`config.mk`:
```
export PLATFORM = sky130hd
export DESIGN_NAME = pipelined_adder
export DESIGN_NICKNAME = d
export VERILOG_FILES = /design/src/rtl/adder_pkg.sv /design/src/rtl/adder_seg.sv /design/src/rtl/pipelined_adder.sv
export SDC_FILE = /design/constraint.sdc
export NUM_CORES = 1
export LEC_CHECK = 0
export ABC_AREA = 1
export BUFFER_PORTS_ARGS = -buffer_cell sky130_fd_sc_hd__buf_2
export CORE_UTILIZATION = 50
export CTS_BUF_LIST = sky130_fd_sc_hd__clkbuf_16
export CTS_CLUSTER_SIZE = 8
export DETAILED_ROUTE_END_ITERATION = 8
export GPL_ROUTABILITY_DRIVEN = 0
export GPL_TIMING_DRIVEN = 0
export PLACE_DENSITY_LB_ADDON = 0.2
export SLEW_MARGIN = 10
export SYNTH_ARGS = -nofsm -noshare
export SYNTH_HDL_FRONTEND = slang
export SYNTH_SLANG_ARGS = --single-unit
```
`constraint.sdc`:
```
create_clock -name clk -period 2.25 [get_ports clk]
set_clock_uncertainty 0.2 [all_clocks]
set_input_delay 0.225 -clock clk [delete_from_list [all_inputs] [get_ports clk]]
set_output_delay 0.225 -clock clk [all_outputs]
set_load 0.01 [all_outputs]
```
`src/rtl/adder_pkg.sv`:
```
// Shared constants for the pipelined datapath adder: operation encodings and
// flag bit positions for an ALU status word.
package adder_pkg;

    localparam logic OP_ADD = 1'b0;
    localparam logic OP_SUB = 1'b1;

    localparam int unsigned FLAG_CARRY = 32'd0;
    localparam int unsigned FLAG_OVF   = 32'd1;
    localparam int unsigned FLAG_ZERO  = 32'd2;
    localparam int unsigned N_FLAGS    = 32'd3;

endpackage

```
`src/rtl/adder_seg.sv`:
```
// One pipeline stage of the segmented adder: adds a SEG-bit slice with the carry
// registered by the previous stage and carries the rest of the beat along.
module adder_seg #(
    parameter int SEG    = 16,
    parameter int W_PASS = 96
) (
    input  logic              clk,
    input  logic              rst_n,
    input  logic              i_valid,
    input  logic              i_load_next,
    input  logic [SEG-1:0]    i_a,
    input  logic [SEG-1:0]    i_b,
    input  logic              i_cin,
    input  logic [W_PASS-1:0] i_pass,
    output logic              o_load,
    output logic              o_valid,
    output logic [SEG-1:0]    o_sum,
    output logic              o_cout,
    output logic [W_PASS-1:0] o_pass
);

    logic              r_valid;
    logic [SEG-1:0]    r_sum;
    logic              r_cout;
    logic [W_PASS-1:0] r_pass;
    logic [SEG:0]      w_sum;

    // Slice addition and the stall rule: load when empty or when downstream moves.
    always_comb begin
        w_sum  = {1'b0, i_a} + {1'b0, i_b} + {{SEG{1'b0}}, i_cin};
        o_load = !r_valid || i_load_next;
    end

    // Stage register; a stalled stage keeps its beat untouched.
    always_ff @(posedge clk or negedge rst_n) begin
        if (!rst_n) begin
            r_valid <= 1'b0;
            r_sum   <= {SEG{1'b0}};
            r_cout  <= 1'b0;
            r_pass  <= {W_PASS{1'b0}};
        end else if (o_load) begin
            r_valid <= i_valid;
            r_sum   <= w_sum[SEG-1:0];
            r_cout  <= w_sum[SEG];
            r_pass  <= i_pass;
        end else begin
            r_valid <= r_valid;
            r_sum   <= r_sum;
            r_cout  <= r_cout;
            r_pass  <= r_pass;
        end
    end

    assign o_valid = r_valid;
    assign o_sum   = r_sum;
    assign o_cout  = r_cout;
    assign o_pass  = r_pass;

endmodule

```
`src/rtl/pipelined_adder.sv`:
```
// Pipelined WIDTH-bit add/subtract with valid/ready handshake. Beats carry
// {A, B', partial result}; each stage fills in its own result segment.
module pipelined_adder
    import adder_pkg::*;
#(
    parameter int WIDTH  = 32,
    parameter int STAGES = 2
) (
    input  logic             clk,
    input  logic             rst_n,
    input  logic             in_valid,
    output logic             in_ready,
    input  logic             op,
    input  logic [WIDTH-1:0] DI1,
    input  logic [WIDTH-1:0] DI2,
    output logic             out_valid,
    input  logic             out_ready,
    output logic [WIDTH-1:0] DO,
    output logic             carry,
    output logic             ovf,
    output logic             zero
);

    localparam int SEG = WIDTH / STAGES;
    localparam int PW  = 3 * WIDTH;

    if ((WIDTH % STAGES) != 0) begin : g_width_check
        $error("pipelined_adder: WIDTH must be divisible by STAGES");
    end

    logic [WIDTH-1:0] w_b_eff;
    logic             w_cin;
    logic [PW-1:0]    w_pass_in  [STAGES+1];
    logic [PW-1:0]    w_pass_out [STAGES];
    logic [SEG-1:0]   w_sum_seg  [STAGES];
    logic             w_valid    [STAGES+1];
    logic             w_load     [STAGES+1];
    logic             w_carry    [STAGES+1];
    logic             w_a_msb;
    logic             w_b_msb;

    // Subtraction is A + ~B + 1.
    always_comb begin
        if (op == OP_SUB) begin
            w_b_eff = ~DI2;
            w_cin   = 1'b1;
        end else begin
            w_b_eff = DI2;
            w_cin   = 1'b0;
        end
    end

    assign w_pass_in[0]   = {DI1, w_b_eff, {WIDTH{1'b0}}};
    assign w_valid[0]     = in_valid;
    assign w_carry[0]     = w_cin;
    assign w_load[STAGES] = out_ready;
    assign in_ready       = w_load[0];

    for (genvar k = 0; k < STAGES; k++) begin : g_stage
        logic [WIDTH-1:0] w_seg_pos;

        adder_seg #(
            .SEG    (SEG),
            .W_PASS (PW)
        ) u_seg (
            .clk         (clk),
            .rst_n       (rst_n),
            .i_valid     (w_valid[k]),
            .i_load_next (w_load[k+1]),
            .i_a         (w_pass_in[k][2*WIDTH + k*SEG +: SEG]),
            .i_b         (w_pass_in[k][WIDTH + k*SEG +: SEG]),
            .i_cin       (w_carry[k]),
            .i_pass      (w_pass_in[k]),
            .o_load      (w_load[k]),
            .o_valid     (w_valid[k+1]),
            .o_sum       (w_sum_seg[k]),
            .o_cout      (w_carry[k+1]),
            .o_pass      (w_pass_out[k])
        );

        // Result bits of segment k are still zero in the passthrough, so OR merges them.
        assign w_seg_pos      = WIDTH'(w_sum_seg[k]) << (k * SEG);
        assign w_pass_in[k+1] = w_pass_out[k] | {{(2*WIDTH){1'b0}}, w_seg_pos};
    end

    assign DO        = w_pass_in[STAGES][WIDTH-1:0];
    assign w_a_msb   = w_pass_in[STAGES][3*WIDTH-1];
    assign w_b_msb   = w_pass_in[STAGES][2*WIDTH-1];
    assign out_valid = w_valid[STAGES];

    // Flags are qualified by out_valid so they read 0 on an empty output.
    assign carry = out_valid & w_carry[STAGES];
    assign zero  = out_valid & ~|DO;
    assign ovf   = out_valid & (w_a_msb == w_b_msb) & (DO[WIDTH-1] != w_a_msb);

endmodule

```
==> results by group <==
Status
  – Status: finished, final reports clean

GRT
  – Largest net degree at the start of global routing: 46
  – Met2 global-route usage: 40.81%
  – Total GRT Usage: a little over a quarter
  – Met1 usage: roughly two fifths
  – Vias in the first global route: between 4000 and 5000
  – Congestion Overflow GR: 0
  – First-pass GRT wire length: ~23 mm
  – Met3 Track Usage GR: 5.263%
  – GR peak layer: met2
  – Initial antenna violation count: 0

Route
  – Total wire length: about 14 mm
  – DRT antenna net count: 0
  – Vias: about 5000
  – # DRC: 0
  – Initial drt markers: 360
  – DRT Pass-1 Iters: 5
  – Post-detailed-route wirelength per cell: about 14 um
  – Via density: between 5 and 6

Final layout
  – Non-Filler Instances: approximately 980
  – Area growth, synth to finish: 28.11%
  – Share of cells above drive strength 1: between 10% and 20%
  – Nets@finish: roughly 940
  – Commonest non-fill, non-tap cell in the layout: nand2_1
  – Core Util, Final: between 60% and 70%
  – Commonest cells after routing, fill and taps aside: nand2_1 (249), buf_2 (108), dfrtp_1 (86), inv_1 (60), dlygate4sd3_1 (35)
  – Filler Cell Count: 835
  – Ant diodes: 0

STA
  – Tmin final: between 2 and 2.5 ns
  – Fin. Hold Viols: 0
  – Final Cycle Share: roughly 100%
  – Worst slew margin: slightly above 60%
  – Setup violations, final: 0
  – RSZ-0062 raised after global routing: true
  – Max Fclk: about 450 MHz
  – Slew at the pin closest to its max-slew limit: ~0.57 ns
  – Final Max Slew Viols: 0

Power and ir drop
  – PwrDens: 851.0 nW/um^2
  – Maximum vdd drop: slightly below 0.0005 V
  – Pleak: between 3 and 4 nW
  – Overall power: about 5.7 mW

Placement
  – Placed cells: between 900 and 1000
  – Placed wire-length estimate: 10.21 mm
  – I/O Buffers: 104

Yosys
  – Synth Warn #: 0
  – Top cell type's share of synthesized area: 41.19%
  – Synth async-reset ratio: between 90% and 100%
  – Avg Inst Size Synth: approximately 7.6 um^2
  – Post-synthesis sequential element count: 86
  – Area leader, netlist: dfrtp_1
  – Post-synth EDFFs: 0
  – Top FF cell, synth: dfrtp_1
  – Net Count, Synth: between 700 and 800
  – Post-synthesis instance area: roughly 5200 um^2
  – Sequential fraction of the synthesis area: 41.19%
  – Post-Synthesis Cells: 685
  – Synth cell types: 31
  – Dominant cells by area after synthesis: dfrtp_1 (41%), nand2_1 (18%), ha_1 (7.2%)

Worst hold path
  – Hold Startpoint: DI2[0]
  – Hold Path Class: in2reg

Critical path
  – Setup crit start: g_stage[0].u_seg.o_cout
  – Critical Path AT: 2.27 ns
  – Reg2reg start: g_stage[0].u_seg.o_cout
  – Crit end category: flop
  – CP Launch Type: flop
  – Req. time, crit path: ~2.3 ns
  – Critical Path Fanout Max: 4
  – Kind of critical path: reg2reg

Floorplanning
  – CORE AREA: roughly 10000 um^2
  – Chip Width: roughly 100 um
  – Num ports: 106
  – Die Ht: around 100 um
  – Rows: 36
  – Initial core utilization: approximately 52%
  – Die ar.: around 11000 um^2

Clock tree
  – Clock tree sinks: 86
  – Root buffer cell: clkbuf_16
  – H-tree levels: 3
  – CTS tree: done
  – Clock Path Buffers: 2
  – CTS buffer count: 9
  – Worst-path clk slew: 0.07 ns
  – Clock Latency Late Sink: 0.34 ns

Flow run
  – MaxCap Viol Count: 0
## sequential cells by signal, indices dropped and copies added (netlist names)
register,cells
g_stage.u_seg.o_pass,50
g_stage.u_seg.o_sum,32
g_stage.u_seg.o_cout,2
g_stage.u_seg.o_valid,2
## synth_stat cells (2+ instances only)
library cell  instances
a21o_1                3
a21oi_1              29
buf_2                 7
buf_4                 6
clkbuf_1              6
dfrtp_1              86
fa_1                  3
ha_1                 30
inv_1                60
inv_2                 3
nand2_1             256
nand3_1              34
nand3b_1              3
nand4_1               9
nor2_1               28
nor2_4                2
nor3_1               10
nor4_1                4
o21ai_0              28
o21ai_1              24
o21bai_1              2
xnor2_1              28
xor2_1               16
## through the flow
| stage | hold WS [ns] | instance area, um^2 | TNS [ns] | setup WS (ns) |
|---|---|---|---|---|
| finish | 0.009035 | 6694 | 0 | 0.01035 |
| floorplan | -0.2706 | 5225 | 0 | 0.1114 |
| CTS | 0.0007032 | 6598 | 0 | 0.01244 |
| global placement | 0.2189 | 5912 | -2.406 | -0.2873 |
| global route | 0.02470 | 6694 | -0.1667 | -0.08134 |
| detailed placement | 0.04792 | 5934 | -3.042 | -0.3270 |
## critical path: stages, from the launching register on
cell      delay, ns
dfrtp_1        0.41
fa_2           0.42
fa_2           0.42
nand3_2        0.10
nand2_4        0.07
nand2_4        0.08
nand2_4        0.07
nand2_2        0.10
nand3b_1       0.09
nand3_2        0.09
nand2_1        0.06
## metal layers
metal | vias to the layer above | share of wire, %
met5 | - | 0
met4 | 0 | 0.51
met3 | 8 | 6.5
met2 | 177 | 46
met1 | 2359 | 47
li1 | 2498 | -
## final timing paths
check	slack, ns	depth (start not counted)	end
setup / recovery	0.01	10	g_stage[1].u_seg.o_sum[10]
hold / removal	0.009	3	g_stage[0].u_seg.o_sum[0]
max in group asynchronous	1.02	3	g_stage[0].u_seg.o_pass[88]
min in group asynchronous	0.21	2	g_stage[1].u_seg.o_pass[1]
hold reg to reg	0.28	2	g_stage[0].u_seg.o_pass[85]
setup reg to reg	0.01	10	g_stage[1].u_seg.o_sum[10]
## where the power goes
group	leakage, nW	switching, mW	internal, mW
clock	0.143	0.646	0.874
sequential	1.03	0.284	1.91
combinational	2.37	1.17	0.811
total	3.54	2.10	3.59
## final cells by class
| class | count | area [um^2] | share of cell area [%] |
|---|---|---|---|
| well taps | 133 | 166.4 | 2.486 |
| clock buffers | 9 | 225.2 | 3.364 |
| inverters | 63 | 236.5 | 3.533 |
| flip-flops and latches | 86 | 2152 | 32.15 |
| clock inverters | 7 | 80.08 | 1.196 |
| multi-input cells | 515 | 2795 | 41.76 |
| repair buffers | 143 | 915.9 | 13.68 |
| plain buffers | 21 | 122.6 | 1.832 |
## repair_timing
action	4_1_cts	5_1_grt
hold buffers	35	0
pin swaps	0	9
setup endpoints to repair	5	13
endpoints found under the hold margin	75	0
buffers inserted	0	3
resized for setup	3	19
## logic make-up (layout without fill, tap and decap cells)
kind of cell             count (synthesis)  count (layout)  synth area share (%)
buffers and inverters                   84             243                 6.777
adder cells (fa/ha/maj)                 33              33                 8.333
flip-flops                              86              86                 41.19
AO/OA/AOI/OAI                           89              89                 8.932
AND/OR/NAND/NOR                        349             349                 27.39
XOR/XNOR                                44              44                 7.375
(Power assumes the default switching activity.)
